==> config.mk <==
export PLATFORM = sky130hd
export DESIGN_NAME = dot_product_seq
export DESIGN_NICKNAME = d
export VERILOG_FILES = /design/src/rtl/dp_pkg.sv /design/src/rtl/dp_lane_sum.sv /design/src/rtl/dot_product_seq.sv
export SDC_FILE = /design/constraint.sdc
export NUM_CORES = 1
export LEC_CHECK = 0
export CAP_MARGIN = 20
export CORE_ASPECT_RATIO = 1.2
export CORE_MARGIN = 10
export CORE_UTILIZATION = 45
export DETAILED_ROUTE_END_ITERATION = 6
export PLACE_DENSITY_LB_ADDON = 0.1
export RECOVER_POWER = 100
export SLEW_MARGIN = 25
export SYNTH_ARGS = -nofsm -noshare
export SYNTH_HDL_FRONTEND = slang
export SYNTH_SLANG_ARGS = --single-unit
==> constraint.sdc <==
create_clock -name clk -period 13.01 [get_ports clk]
set_input_delay 1.9515 -clock clk [delete_from_list [all_inputs] [get_ports clk]]
set_output_delay 1.9515 -clock clk [all_outputs]
set_load 0.005 [all_outputs]
==> src/rtl/dp_pkg.sv <==
`default_nettype none
// ============================================================================
// Module      : dp_pkg
// Description : Shared widths, element/vector types and sequencer states
//               for the dot_product_seq block.
// Revision    : 1.0 - initial release
// ============================================================================
package dp_pkg;

    localparam int LANES      = 8;
    localparam int ELEM_W     = 8;
    localparam int MAX_CHUNKS = 256;

    localparam int CNT_W  = $clog2(MAX_CHUNKS);
    localparam int PROD_W = 2 * ELEM_W;
    localparam int SUM_W  = PROD_W + $clog2(LANES);
    // One lane sum per chunk, so MAX_CHUNKS of them can never overflow this.
    localparam int ACC_W  = SUM_W + $clog2(MAX_CHUNKS);

    typedef logic [ELEM_W-1:0] elem_t;
    typedef elem_t [LANES-1:0] vec_t;
    typedef logic [PROD_W-1:0] prod_t;

    typedef enum logic [1:0] {
        IDLE  = 2'd0,
        LOAD  = 2'd1,
        DRAIN = 2'd2,
        DONE  = 2'd3
    } dp_state_t;

endpackage : dp_pkg
`default_nettype wire

==> src/rtl/dp_lane_sum.sv <==
`default_nettype none
// ============================================================================
// Module      : dp_lane_sum
// Description : Enable-gated registered stage: LANES multipliers summed into
//               one SUM_W result, with a valid bit that follows the enable.
// Revision    : 1.0 - initial release
// ============================================================================
module dp_lane_sum
    import dp_pkg::*;
(
    input  logic                      clk,
    input  logic                      reset,
    input  logic                      en,
    input  logic [LANES*ELEM_W-1:0]   a,
    input  logic [LANES*ELEM_W-1:0]   b,
    output logic [SUM_W-1:0]          sum,
    output logic                      sum_valid
);

    vec_t             w_a;
    vec_t             w_b;
    prod_t            w_prod [LANES];
    logic [SUM_W-1:0] w_sum;
    logic [SUM_W-1:0] r_sum;
    logic             r_sum_valid;

    assign w_a = a;
    assign w_b = b;

    generate
        for (genvar i = 0; i < LANES; i++) begin : g_lane
            assign w_prod[i] = prod_t'(w_a[i]) * prod_t'(w_b[i]);
        end
    endgenerate

    always_comb begin
        w_sum = '0;
        for (int i = 0; i < LANES; i++) begin
            w_sum = w_sum + SUM_W'(w_prod[i]);
        end
    end

    // Valid follows the enable every cycle; the sum only moves on a new chunk.
    always_ff @(posedge clk) begin
        if (!reset) begin
            r_sum       <= '0;
            r_sum_valid <= 1'b0;
        end else begin
            r_sum_valid <= en;
            if (en) begin
                r_sum <= w_sum;
            end
        end
    end

    assign sum       = r_sum;
    assign sum_valid = r_sum_valid;

endmodule : dp_lane_sum
`default_nettype wire

==> src/rtl/dot_product_seq.sv <==
`default_nettype none
// ============================================================================
// Module      : dot_product_seq
// Description : Job sequencer for long-vector dot products: takes a chunk
//               count, streams chunks through dp_lane_sum, returns one sum.
// Revision    : 1.0 - initial release
// ============================================================================
module dot_product_seq
    import dp_pkg::*;
(
    input  logic                      clk,
    input  logic                      reset,
    input  logic                      cmd_valid,
    output logic                      cmd_ready,
    input  logic [CNT_W-1:0]          cmd_len,
    input  logic                      in_valid,
    output logic                      in_ready,
    input  logic [LANES*ELEM_W-1:0]   in_a,
    input  logic [LANES*ELEM_W-1:0]   in_b,
    output logic                      res_valid,
    input  logic                      res_ready,
    output logic [ACC_W-1:0]          res_data,
    output logic                      busy
);

    dp_state_t        r_state;
    dp_state_t        w_next_state;
    logic [CNT_W-1:0] r_remaining;
    logic [ACC_W-1:0] r_acc;
    logic             r_res_valid;
    logic [ACC_W-1:0] r_res_data;
    logic [SUM_W-1:0] w_stage_sum;
    logic             w_stage_valid;
    logic             w_cmd_fire;
    logic             w_in_fire;

    assign w_cmd_fire = cmd_valid && cmd_ready;
    assign w_in_fire  = in_valid && in_ready;

    dp_lane_sum u_lane_sum (
        .clk       (clk),
        .reset     (reset),
        .en        (w_in_fire),
        .a         (in_a),
        .b         (in_b),
        .sum       (w_stage_sum),
        .sum_valid (w_stage_valid)
    );

    always_ff @(posedge clk) begin
        if (!reset) begin
            r_state <= IDLE;
        end else begin
            r_state <= w_next_state;
        end
    end

    always_comb begin
        w_next_state = r_state;
        cmd_ready    = 1'b0;
        in_ready     = 1'b0;
        busy         = 1'b1;
        case (r_state)
            IDLE: begin
                cmd_ready = 1'b1;
                busy      = 1'b0;
                if (cmd_valid) begin
                    w_next_state = LOAD;
                end
            end
            LOAD: begin
                in_ready = 1'b1;
                if (in_valid && (r_remaining == '0)) begin
                    w_next_state = DRAIN;
                end
            end
            DRAIN: begin
                w_next_state = DONE;
            end
            DONE: begin
                if (r_res_valid && res_ready) begin
                    w_next_state = IDLE;
                end
            end
            default: begin
                w_next_state = IDLE;
            end
        endcase
    end

    // DONE spends its first cycle capturing the final accumulator into the
    // result register, so res_data is stable for as long as res_valid is high.
    always_ff @(posedge clk) begin
        if (!reset) begin
            r_remaining <= '0;
            r_acc       <= '0;
            r_res_valid <= 1'b0;
            r_res_data  <= '0;
        end else begin
            if (w_cmd_fire) begin
                r_remaining <= cmd_len;
            end else if (w_in_fire && (r_remaining != '0)) begin
                r_remaining <= r_remaining - CNT_W'(1);
            end

            if (w_cmd_fire) begin
                r_acc <= '0;
            end else if (w_stage_valid) begin
                r_acc <= r_acc + ACC_W'(w_stage_sum);
            end

            if (r_state == DONE) begin
                if (!r_res_valid) begin
                    r_res_valid <= 1'b1;
                    r_res_data  <= r_acc;
                end else if (res_ready) begin
                    r_res_valid <= 1'b0;
                end
            end
        end
    end

    assign res_valid = r_res_valid;
    assign res_data  = r_res_data;

endmodule : dot_product_seq
`default_nettype wire
==> out/metrics.cfg <==
[run_status]
status=finished with violations
violations=max-capacitance violations, max-slew violations

[die]
fp.dieW_um=224.6
ios=172
die_y_um=265.5
core_um2=49440
rows=89
die_area_um2=59610
initial_utilization_pct=45.70

[layout]
area_delta_synth_final_pct=11.99
fillCellCount=4783
mostFrequentLayoutCells=602 x inv_1, 466 x fa_1, 334 x nand2_1, 300 x and2_1, 267 x ha_1
n_antenna_cell=0
final_common_cell=inv_1
nNetsFinal=3526
layout-drive-gt1-share_pct=1.205

[timing]
period_minus_slack_ns=12.31
fmax_ghz=0.08123
slew_violations=65
max_slew.worst_pin.slew_ns=2.305
slew_headroom_pct=-53.64
fin_setup_tns_ns=0
rsz0062_at_grt=no
period_share_pct=94.63
worst_slack_ns=0.6990
final-setup-viol-count=0
fin_skew_ns=0.008347
finalHoldViolations=0

[routing]
routedWlPerCell_um=17.63
routed_wl_mm=58.06
drc=0
ant_nets=0
viasPerCell=5.025
drtIter0Drc=887
num_vias=16548
firstDrtPassIters=5

[clock_tree]
ctsResizeCount=0
root_buffer=clkbuf_16
post-cts-setup-buffers=0
cts.clk_slew.worst_paths_ns=0.06
cts_tree=done
cts_buffers=9
clockBufferDepth=2
h-tree-depth=3
clkLatencyLatePin_ns=0.34
cts_sinks=85
holdBufCountCts=0

[yosys]
synth_cells=2498
synth_nets=3372
synth_seq_area_share_pct=7.531
ys_warn_count=0
ys_ff_latch=85
ys.flop_type=dfxtp_1
syn-mean-instance-area_um2=9.045
synth-async-reset-ratio_pct=0
syn_area_um2=22590
synth_cell_types=59
synth_edf_count=0

[worst_hold_path]
hold_depth=2
hold_end=res_data[14]$_SDFFE_PN0P_
hp-class=register to register
hp-start=res_data[14]$_SDFFE_PN0P_

[global_route]
gr-total-overflow=0
grt_pass1_vias=18206
grt_pass1_wl_mm=96.42
antenna_found_initial=0
met1_usage_pct=25.66
globalRouteMet3Util_pct=2.004
grt_usage_pct=20.18
grt_use_met2_pct=36.64
grt_start_max_net_pins=65
grt-busiest-layer=met2

[setup_path]
cpPeakStageDelay_ns=0.78
required_ns=13.21
worstPathMaxFanout=8
r2r_setup_slack_ns=9.93
cp_common_cell=fa_1
crit_arrival_ns=12.52
ff2ff_path_depth=9
cp_slowest_cell=dlygate4sd3_1
start_kind=input port
critPathKind=input port to register
startpoint=in_a[3]
rr_endpoint=r_acc[24]$_SDFFE_PP0P_
end_kind=register
rr_startpoint=r_acc[0]$_SDFFE_PP0P_

[placed_design]
place_ws_ns=0.3899
hpwl_mm=52.56
gp_congestion=0.9034
io_buffers=171

[run]
drv_cap=1

[critical path, delay by kind of cell]
| family | cells | cell delay [ns] |
|---|---|---|
| and+or+nand+nor | 3 | 0.51 |
| adders and majority gates | 16 | 7.37 |
| xor gates and xnor gates | 1 | 0.18 |
| buffers and inverters | 9 | 1.20 |
| AOI/OAI and AO/OA | 9 | 1.29 |
[cell type report]
type | count | area, um^2 | area share, %
clock buffers | 10 | 229.0 | 0.9049
clock inverters | 5 | 61.31 | 0.2423
inverters | 602 | 2260 | 8.930
multi-input cells | 1778 | 18520 | 73.19
flip-flops and latches | 85 | 1702 | 6.725
well taps | 637 | 797.0 | 3.150
repair buffers | 176 | 1737 | 6.863
[sequential cells by signal, summed over array words and instances, names as in the netlist]
| name | flops |
|---|---|
| r_acc | 27 |
| res_data | 27 |
| u_lane_sum.sum | 19 |
| r_remaining | 8 |
| r_state | 2 |
| res_valid | 1 |
| u_lane_sum.sum_valid | 1 |
[logic make-up (layout without fill, tap and decap cells)]
family | Yosys count | after routing | synth area share, %
buffers and inverters | 635 | 793 | 10.55
XOR/XNOR | 37 | 37 | 1.434
AND/OR/NAND/NOR | 777 | 777 | 17.14
multiplexers | 9 | 9 | 0.3987
flip-flops | 85 | 85 | 7.531
adder cells (fa/ha/maj) | 733 | 733 | 56.07
AO/OA/AOI/OAI | 222 | 222 | 6.867
[worst max-delay path by stage]
| stage | endpoint | slack [ns] | cells after the start |
|---|---|---|---|
| 6_report | u_lane_sum.sum[18]$_SDFFE_PN0P_ | 0.70 | 38 |
| 5_1_grt | u_lane_sum.sum[18]$_SDFFE_PN0P_ | 0.17 | 38 |
| 4_1_cts | u_lane_sum.sum[18]$_SDFFE_PN0P_ | 0.74 | 38 |
| 3_5_place_dp | u_lane_sum.sum[18]$_SDFFE_PN0P_ | 0.39 | 38 |
| 3_3_place_gp | u_lane_sum.sum[17]$_SDFFE_PN0P_ | 0.56 | 37 |
| 2_1_floorplan | u_lane_sum.sum[13]$_SDFFE_PN0P_ | 1.47 | 33 |
[through the flow]
stage / cell area (um^2) / instances / hold WS [ns] / util, %
after floorplan: 22590 / 2498 / 0.4447 / -
after detailed placement: 25010 / 3278 / 0.4588 / 50.59
final: 25300 / 3293 / 0.4623 / 51.18
after global placement: 25010 / 3278 / 0.4516 / 50.59
after global routing: 25300 / 3293 / 0.4894 / 51.18
after CTS: 25300 / 3293 / 0.4678 / 51.18
[layer usage]
metal | vias to the layer above | part of all wire [%]
li1 | 7905 | -
met1 | 8323 | 43
met2 | 273 | 52
met3 | 47 | 3.4
met4 | 0 | 1.7
met5 | - | 0
[cell usage after synthesis, drive strengths merged (2+ instances only)]
library cell	number	share of area, %
nand2	334	5.5
o22ai	2	0.055
o21bai	6	0.20
and2	305	8.4
nand4	5	0.14
and3	5	0.16
a31o	5	0.19
fa	466	41
or2	2	0.055
mux2i	9	0.40
o221ai	3	0.12
a211oi	17	0.56
and4	2	0.078
o21a	9	0.30
a2111oi	4	0.27
o21ai	40	0.89
nand3b	2	0.066
dfxtp	85	7.5
nor3b	3	0.10
ha	267	15
nand3	33	0.73
xnor2	24	0.93
nor3	16	0.35
inv	602	10
a21o	13	0.43
a211o	4	0.16
clkbuf	32	0.53
nor4	2	0.055
a21oi	41	0.91
o211ai	9	0.30
o311ai	5	0.19
nor2b	9	0.25
a41o	2	0.089
o211a	5	0.22
o31ai	3	0.10
o31a	3	0.12
xor2	13	0.50
nand2b	7	0.19
nor2	45	0.75
a31oi	7	0.19
a21boi	34	1.1
or3	4	0.11
Power is left out: the tool's default activity adds up to more than one toggle a clock period on the data nets, which glitch-free logic cannot reach.
